<file path="config.mk">
export PLATFORM = sky130hd
export DESIGN_NAME = hazard_fwd_scoreboard
export DESIGN_NICKNAME = d
export VERILOG_FILES = /design/src/rtl/hazard_fwd_scoreboard.sv
export SDC_FILE = /design/constraint.sdc
export NUM_CORES = 1
export LEC_CHECK = 0
export ABC_AREA = 1
export CORE_MARGIN = 3
export CORE_UTILIZATION = 45
export CTS_CLUSTER_DIAMETER = 80
export CTS_CLUSTER_SIZE = 16
export DETAILED_ROUTE_END_ITERATION = 6
export PLACE_DENSITY = 0.83
export SYNTH_ARGS = -nofsm -noshare
export SYNTH_HDL_FRONTEND = slang
export SYNTH_SLANG_ARGS = --single-unit
</file>
<file path="constraint.sdc">
create_clock -name clk -period 3.8 [get_ports clk]
set_input_delay 0.57 -clock clk [delete_from_list [all_inputs] [get_ports clk]]
set_output_delay 0.57 -clock clk [all_outputs]
set_load 0.02 [all_outputs]
</file>
<file path="src/rtl/hazard_fwd_scoreboard.sv">
// Scoreboard-based hazard unit: tracks in-flight writers per post-ID stage and derives
// EX operand bypass, MEM-MEM store-data bypass, load-use stall and saturating perf counters.
module hazard_fwd_scoreboard #(
  parameter int AW         = 4,
  parameter int DW         = 16,
  parameter int DEPTH      = 3,
  parameter int LOAD_STAGE = 2,
  parameter int MEM_MEM    = 1,
  localparam int SW        = $clog2(DEPTH)
) (
  input  logic                clk,
  input  logic                rst,
  input  logic                id_valid,
  input  logic [AW-1:0]       id_rs,
  input  logic [AW-1:0]       id_rt,
  input  logic                id_rs_used,
  input  logic                id_rt_used,
  input  logic                id_regwrite,
  input  logic [AW-1:0]       id_rd,
  input  logic                id_memread,
  input  logic                id_memwrite,
  input  logic                flush,
  input  logic [DEPTH*DW-1:0] stage_result,
  input  logic [DW-1:0]       rf_rs,
  input  logic [DW-1:0]       rf_rt,
  output logic                stall,
  output logic [SW-1:0]       fwd_rs_sel,
  output logic [SW-1:0]       fwd_rt_sel,
  output logic [DW-1:0]       fwd_rs_data,
  output logic [DW-1:0]       fwd_rt_data,
  output logic                fwd_mem_rt,
  output logic [15:0]         stall_count,
  output logic [15:0]         fwd_count
);

  logic [DEPTH-1:0] v_q, rw_q, mr_q;
  logic [AW-1:0]    rd_q [DEPTH];
  logic [AW-1:0]    rs_p0, rt_p0, rt_p1;
  logic             mw_p0, mw_p1;
  logic [DEPTH-1:1] wr_rs, wr_rt;
  logic [DEPTH-1:0] wr_id_rs, wr_id_rt;
  logic             rs_haz, rt_haz, issue, fwd_any;

  function automatic logic [15:0] sat_inc(input logic [15:0] c);
    return (c == 16'hFFFF) ? c : c + 16'd1;
  endfunction

  always_comb begin
    wr_rs    = '0;
    wr_rt    = '0;
    wr_id_rs = '0;
    wr_id_rt = '0;
    for (int k = 0; k < DEPTH; k++) begin
      wr_id_rs[k] = v_q[k] && rw_q[k] && (rd_q[k] != '0) && (rd_q[k] == id_rs);
      wr_id_rt[k] = v_q[k] && rw_q[k] && (rd_q[k] != '0) && (rd_q[k] == id_rt);
      if (k >= 1) begin
        wr_rs[k] = v_q[k] && rw_q[k] && (rd_q[k] != '0) && (rd_q[k] == rs_p0);
        wr_rt[k] = v_q[k] && rw_q[k] && (rd_q[k] != '0) && (rd_q[k] == rt_p0);
      end
    end
  end

  // EX bypass: descending scan so the youngest matching writer is the one left selected.
  always_comb begin
    fwd_rs_sel = '0;
    fwd_rt_sel = '0;
    for (int k = DEPTH - 1; k >= 1; k--) begin
      if (v_q[0] && wr_rs[k]) fwd_rs_sel = SW'(k);
      if (v_q[0] && wr_rt[k]) fwd_rt_sel = SW'(k);
    end
    fwd_rs_data = (fwd_rs_sel == '0) ? rf_rs : stage_result[int'(fwd_rs_sel)*DW +: DW];
    fwd_rt_data = (fwd_rt_sel == '0) ? rf_rt : stage_result[int'(fwd_rt_sel)*DW +: DW];
    fwd_any     = (fwd_rs_sel != '0) || (fwd_rt_sel != '0);
  end

  // A source is hazardous only if its youngest writer is a load that will not yet be forwardable.
  always_comb begin
    rs_haz = 1'b0;
    rt_haz = 1'b0;
    for (int k = DEPTH - 1; k >= 0; k--) begin
      if (wr_id_rs[k]) rs_haz = mr_q[k] && (k + 1 < LOAD_STAGE);
      if (wr_id_rt[k]) rt_haz = mr_q[k] && (k + 1 < LOAD_STAGE);
    end
    rs_haz = rs_haz && id_rs_used;
    rt_haz = rt_haz && id_rt_used;
    stall  = id_valid && !flush &&
             (rs_haz || (rt_haz && !((MEM_MEM != 0) && id_memwrite)));
    issue  = id_valid && !stall && !flush;
  end

  generate
    if (DEPTH >= 3) begin : g_mem_mem
      assign fwd_mem_rt = (MEM_MEM != 0) && v_q[1] && mw_p1 && v_q[2] && rw_q[2] &&
                          (rd_q[2] != '0) && (rd_q[2] == rt_p1);
    end else begin : g_no_mem_mem
      assign fwd_mem_rt = 1'b0;
    end
  endgenerate

  // Stage boundary: ID -> EX -> MEM -> ... valid bits and counters.
  always_ff @(posedge clk) begin
    if (rst) begin
      v_q         <= '0;
      stall_count <= '0;
      fwd_count   <= '0;
    end else begin
      v_q <= {v_q[DEPTH-2:0], issue};
      if (stall)   stall_count <= sat_inc(stall_count);
      if (fwd_any) fwd_count   <= sat_inc(fwd_count);
    end
  end

  // Stage boundary: entry payload, qualified by v_q downstream.
  always_ff @(posedge clk) begin
    rw_q     <= {rw_q[DEPTH-2:0], id_regwrite};
    mr_q     <= {mr_q[DEPTH-2:0], id_memread};
    rd_q[0]  <= id_rd;
    for (int k = 1; k < DEPTH; k++) rd_q[k] <= rd_q[k-1];
    rs_p0    <= id_rs;
    rt_p0    <= id_rt;
    rt_p1    <= rt_p0;
    mw_p0    <= id_memwrite;
    mw_p1    <= mw_p0;
  end

endmodule

</file>
==> reports/metrics.csv, run 1 <==
metric,value,unit
routability cong.,0.958,
largest net degree at the start of global routing,21,
Crit. End Element,output port,
Tcrit/Tclk final,93.9,%
PD cells,298,nW/µm²
Yosys Warn Count,0,
worst-path maximum fanout,17,
Iteration-0 DRC Markers,240,
"area leader, netlist",dfxtp_1,
FF-to-FF End,fwd_count[2],
crit path cell chain,inv_1 -> nand2_1 -> o21ai_1 -> nor2_1 -> nand2_1 -> nor3_2 -> nand2_1 -> nand3_1 -> clkdlybuf4s50_1,
top cell type's share of synthesized area,35.1,%
Max rail drop VDD,0.000267,V
CP Data Required Time,3230,ps
Initial Util,47.2,%
Core ar.,7850,µm²
synthesized flop and latch total,65,
WP buf/inv,2,
hold_buf cts,0,
Worst Setup Path Type,flip-flop to output port,
worst endpoint data arrival time,3000,ps
hold path cells,0,
total clock buffers created by CTS,9,
minimum clock period,3570,ps
Final Skew,10.6,ps
Pleak,2.16,nW
CP peak stage delay,930,ps
Die Y,96.8,µm
nets,838,
FF-to-FF Start,fwd_count[0],
Final Non-Filler Cells,842,
top cells by instance count after synthesis,"228 x nand2_1, 65 x dfxtp_1, 65 x nand3_1",
area delta synth->final,49.4,%
fill count,663,
run status,"finished, final reports clean",
Max-slew headroom,22.9,%
TritonCTS clock tree,done,
Max Cap Violations,0,
final setup vio count,0,
Vias,4376,
worst hold start,mw_p0,
ant diodes,0,
Syn Inst Count,584,
Detailed Place HPWL,9040,µm
All-Layer GR Usage,24.9,%
critical path startpoint category,flip-flop,
grt ovf,0,
Worst-Margin Slew,1150,ps
DRT Wirelength,11900,µm
wire per inst,14.1,µm
Root Driver,clkbuf_8,
Fin. Hold Viols,0,
Die Wd,96.8,µm
Clock Pin Slew Worst Setup and Hold Paths,80,ps
DIE AREA,9360,µm²
initial antenna violation count,0,
Clock Latency Late Sink,350,ps
Pins Over Slew Limit,0,
H-tree depth,3,
number of global-route vias before repair,4118,
max frequency,0.280,GHz
"Avg Cell Area, Syn",6.35,µm²
Hold Path End,mw_p1,
routed vias/inst,5.20,
most common flop cell mapped by yosys,dfxtp_1,
Post-synth EDFFs,0,
synthesized area,3710,µm²
fraction of registers with async set/reset,0,%
Synth Net Count,687,
Most common cell on crit path,nand2_1,
RSZ-0062 raised after global routing,false,
row cnt,32,
share of cells above drive strength 1,4.05,%
Setup TNS Final,0,ps
I/O pin count,171,
clock sinks,65,
Netlist cell types,30,
drt drc,0,
"count leader, synth",nand2_1,
flop2flop setup slack,1540,ps
CTS Buffer Depth,2,
synth top area cells,"dfxtp_1 35%, nand2_1 23%, nand3_1 8.8%",
global-route wire length before repair,19600,µm
Hold Crit Class,flip-flop to flip-flop,
register area share after synthesis,35.1,%
worst r2r path cells,8,
Detail Route Antenna Nets,0,
DR pass1 iterations,4,
placed insts,826,
Buffers on Ports,154,
cell family contributing the most delay on the critical path,simple AND/OR/NAND/NOR gates,
Slowest cell on crit path,nor3_2,
cell type report:
| class | instances | area [µm²] | area share [%] |
|---|---|---|---|
| inverters | 45 | 169 | 3.05 |
| well taps | 102 | 128 | 2.30 |
| clock buffers | 9 | 124 | 2.24 |
| flip-flops and latches | 65 | 1300 | 23.5 |
| multi-input cells | 458 | 2140 | 38.7 |
| repair buffers | 156 | 1560 | 28.1 |
| clock inverters | 7 | 119 | 2.15 |
through the flow:
| stage | worst slack, ps | cell area [µm²] | hold slack [ps] | util [%] | power, W |
|---|---|---|---|---|---|
| after floorplan | 1630 | 3710 | 310 | - | 0.000806 |
| after global routing | 7.61 | 5540 | 333 | 70.6 | 0.00171 |
| after CTS | 266 | 5530 | 327 | 70.5 | 0.00166 |
| final | 231 | 5540 | 324 | 70.6 | 0.00165 |
| after global placement | 667 | 5290 | 313 | 67.4 | 0.000947 |
| after detailed placement | 601 | 5290 | 318 | 67.4 | 0.000952 |
registers in the layout (all words and copies together) (netlist names):
signal and cells:
fwd_count 16, mr_q 1, mw_p0 1, mw_p1 1, rd_q 12, rs_p0 4, rt_p0 4, rt_p1 4
rw_q 3, stall_count 16, v_q 3
cells in the final DEF, fill, tap and decap left out, drive strengths merged:
cell           instances
nand2                230
clkdlybuf4s50        154
nor2                  67
nand3                 65
dfxtp                 65
inv                   45
a21oi                 36
xor2                  17
nor3                  11
xnor2                  9
clkbuf                 9
o21ai                  8
nand4                  5
bufinv                 3
nor4                   2
ha                     2
clkinvlp               2
buf                    2
clkinv                 2
nand3b                 1
a31oi                  1
o22ai                  1
a221oi                 1
o2111ai                1
nand2b                 1
what timing repair did:
item                       4_1_cts  5_1_grt
resized for setup                0        1
setup buffers                    0        0
setup endpoints to repair        0        2
how the worst max path moves through the flow:
stage	start	endpoint	slack, ps	depth (start not counted)
global placement	rd_q[0][11]	fwd_rt_data[14]	670	9
detailed placement	rd_q[0][4]	fwd_rs_data[1]	600	9
floorplan	rd_q[0][4]	fwd_rs_data[10]	1630	7
finish	rd_q[0][11]	fwd_rt_data[0]	230	9
global route	rt_p0[3]	fwd_rt_data[6]	8	9
CTS	rd_q[0][4]	fwd_rs_data[1]	270	9
power by group:
| part | switching [W] | internal [W] | total [W] |
|---|---|---|---|
| registers | 0.0000148 | 0.000699 | 0.000714 |
| logic | 0.0000937 | 0.000130 | 0.000224 |
| clock network | 0.000277 | 0.000435 | 0.000713 |
| total | 0.000386 | 0.00126 | 0.00165 |
cells by family after synthesis:
kind of cell / Yosys count / share of synthesized area [%]
buf+inv: 61 / 7.29
fa+ha+maj: 2 / 0.675
xor+xnor: 26 / 6.14
simple gates: 382 / 43.8
flops: 65 / 35.1
compound gates: 48 / 6.96
routing by layer:
metal	global-route usage [%]	share of wire [%]
met5	0	0
met2	43.3	50
met1	30.8	41
met3	4.90	6.5
met4	8.32	1.7
(Power assumes the default switching activity.)
==> inputs of run 2 (changes only) <==
Settings changed: TNS_END_PERCENT set to 50.
==> results of run 2 <==
Same layout as run 1: the final DEF is identical, and so are final timing and power.
==> inputs of run 3 (changes only) <==
Settings changed: CORE_MARGIN 3 to not set.
==> reports/metrics.csv, run 3 (synthesis gave the netlist of run 1 again) <==
metric,value,unit
Post-CTS Setup Repair Bufs,0,
Hold Crit Class,flip-flop to flip-flop,
nets,837,
Pins Over Slew Limit,0,
I/O pin count,171,
TritonCTS clock tree,done,
Clock Latency Late Sink,340,ps
most frequent cells in the layout,"228 x nand2_1, 154 x clkdlybuf4s50_1, 65 x nand3_1, 65 x dfxtp_1, 62 x nor2_1",
top flop regs,"fwd_count x16, stall_count x16, rd_q x12",
Crit. End Element,output port,
H-tree depth,3,
WP buf/inv,2,
share of cells above drive strength 1,3.79,%
global-route wire length before repair,18200,µm
clock sinks,65,
DIE AREA,8600,µm²
Final Skew,5.15,ps
Slowest cell on crit path,nor3_2,
Buffers on Ports,154,
drt drc,0,
Initial Util,47.2,%
Setup TNS Final,0,ps
routed vias/inst,5.07,
Iteration-0 DRC Markers,246,
Worst Setup Path Type,flip-flop to output port,
Fin. Hold Viols,0,
largest net degree at the start of global routing,21,
Max Cap Violations,0,
PD cells,298,nW/µm²
minimum clock period,3490,ps
grt ovf,0,
row cnt,32,
max frequency,0.286,GHz
wire per inst,13.7,µm
initial antenna violation count,0,
DR pass1 iterations,5,
Max-slew headroom,27.3,%
DRT Wirelength,11500,µm
CP peak stage delay,880,ps
Most common cell on crit path,nand2_1,
crit path cell chain,inv_1 -> nand2_1 -> nand2_1 -> nor2_1 -> nand2_1 -> nor3_2 -> nand2_1 -> nand3_1 -> clkdlybuf4s50_1,
Die Wd,92.8,µm
number of global-route vias before repair,3959,
final setup vio count,0,
total clock buffers created by CTS,9,
Detail Route Antenna Nets,0,
"most common cell after layout, fill and taps aside",nand2_1,
CP Data Required Time,3230,ps
Tcrit/Tclk final,91.9,%
RSZ-0062 raised after global routing,false,
Pleak,2.16,nW
Max rail drop VDD,0.000247,V
critical path startpoint category,flip-flop,
area delta synth->final,49.3,%
Die Y,92.8,µm
ant diodes,0,
run status,"finished, final reports clean",
All-Layer GR Usage,26.7,%
worst-path maximum fanout,17,
routability cong.,0.888,
cell family contributing the most delay on the critical path,simple AND/OR/NAND/NOR gates,
Worst-Margin Slew,1080,ps
worst endpoint data arrival time,2920,ps
Worst Hold Slack,331,ps
Detailed Place HPWL,8690,µm
Root Driver,clkbuf_8,
Vias,4267,
CTS Buffer Depth,2,
Core ar.,7850,µm²
Clock Pin Slew Worst Setup and Hold Paths,70,ps
==> run 3: cell types whose count changed in the layout (fill, tap and decap cells not counted) <==
cell | before | now
clkinv_4 | 1 | 0
clkbuf_1 | 0 | 1
buf_4 | 2 | 1
clkbuf_8 | 9 | 10
clkinvlp_4 | 2 | 1
==> run 3: what timing repair did <==
action                     4_1_cts  5_1_grt
resized for setup                0        1
setup endpoints to repair        0        4
hold buffers                     0        0
==> run 3: power by group <==
group | leakage [nW] | internal, W | total (W) | switching (W)
combinational | 1.51 | 0.000130 | 0.000225 | 0.0000945
clock | 0.120 | 0.000453 | 0.000709 | 0.000256
sequential | 0.535 | 0.000699 | 0.000714 | 0.0000152
==> run 3: path summary, 6_finish.rpt <==
check | startpoint | to | slack, ps | cells past startpoint
min reg2reg | mw_p0 | mw_p1 | 330 | 0
max | rd_q[0][11] | fwd_rs_data[13] | 310 | 9
max reg2reg | fwd_count[0] | fwd_count[5] | 1590 | 8
min | mw_p0 | mw_p1 | 330 | 0
==> run 3: routing by layer <==
metal,track usage (%),wire length [µm]
met4,8.08,141
met1,29.0,4600
met2,50.4,5920
met5,0,0
met3,6.98,844
==> run 3: cell type report <==
type	instances	area [µm²]
Clock buffer	11	141
Clock inverter	5	103
Fill cell	653	2320
Inverter	45	169
Multi-Input combinational cell	458	2140
Sequential cell	65	1300
Tap cell	102	128
Timing Repair Buffer	155	1550
==> run 3: stage by stage <==
step	power [W]	util [%]	worst slack (ps)	cell area [µm²]	std cells
CTS	0.00166	70.4	279	5530	841
global route	0.00172	70.5	42.6	5530	841
global placement	0.000946	67.3	681	5280	825
detailed placement	0.000951	67.3	647	5280	825
floorplan	0.000806	-	1630	3710	584
finish	0.00165	70.5	306	5530	841
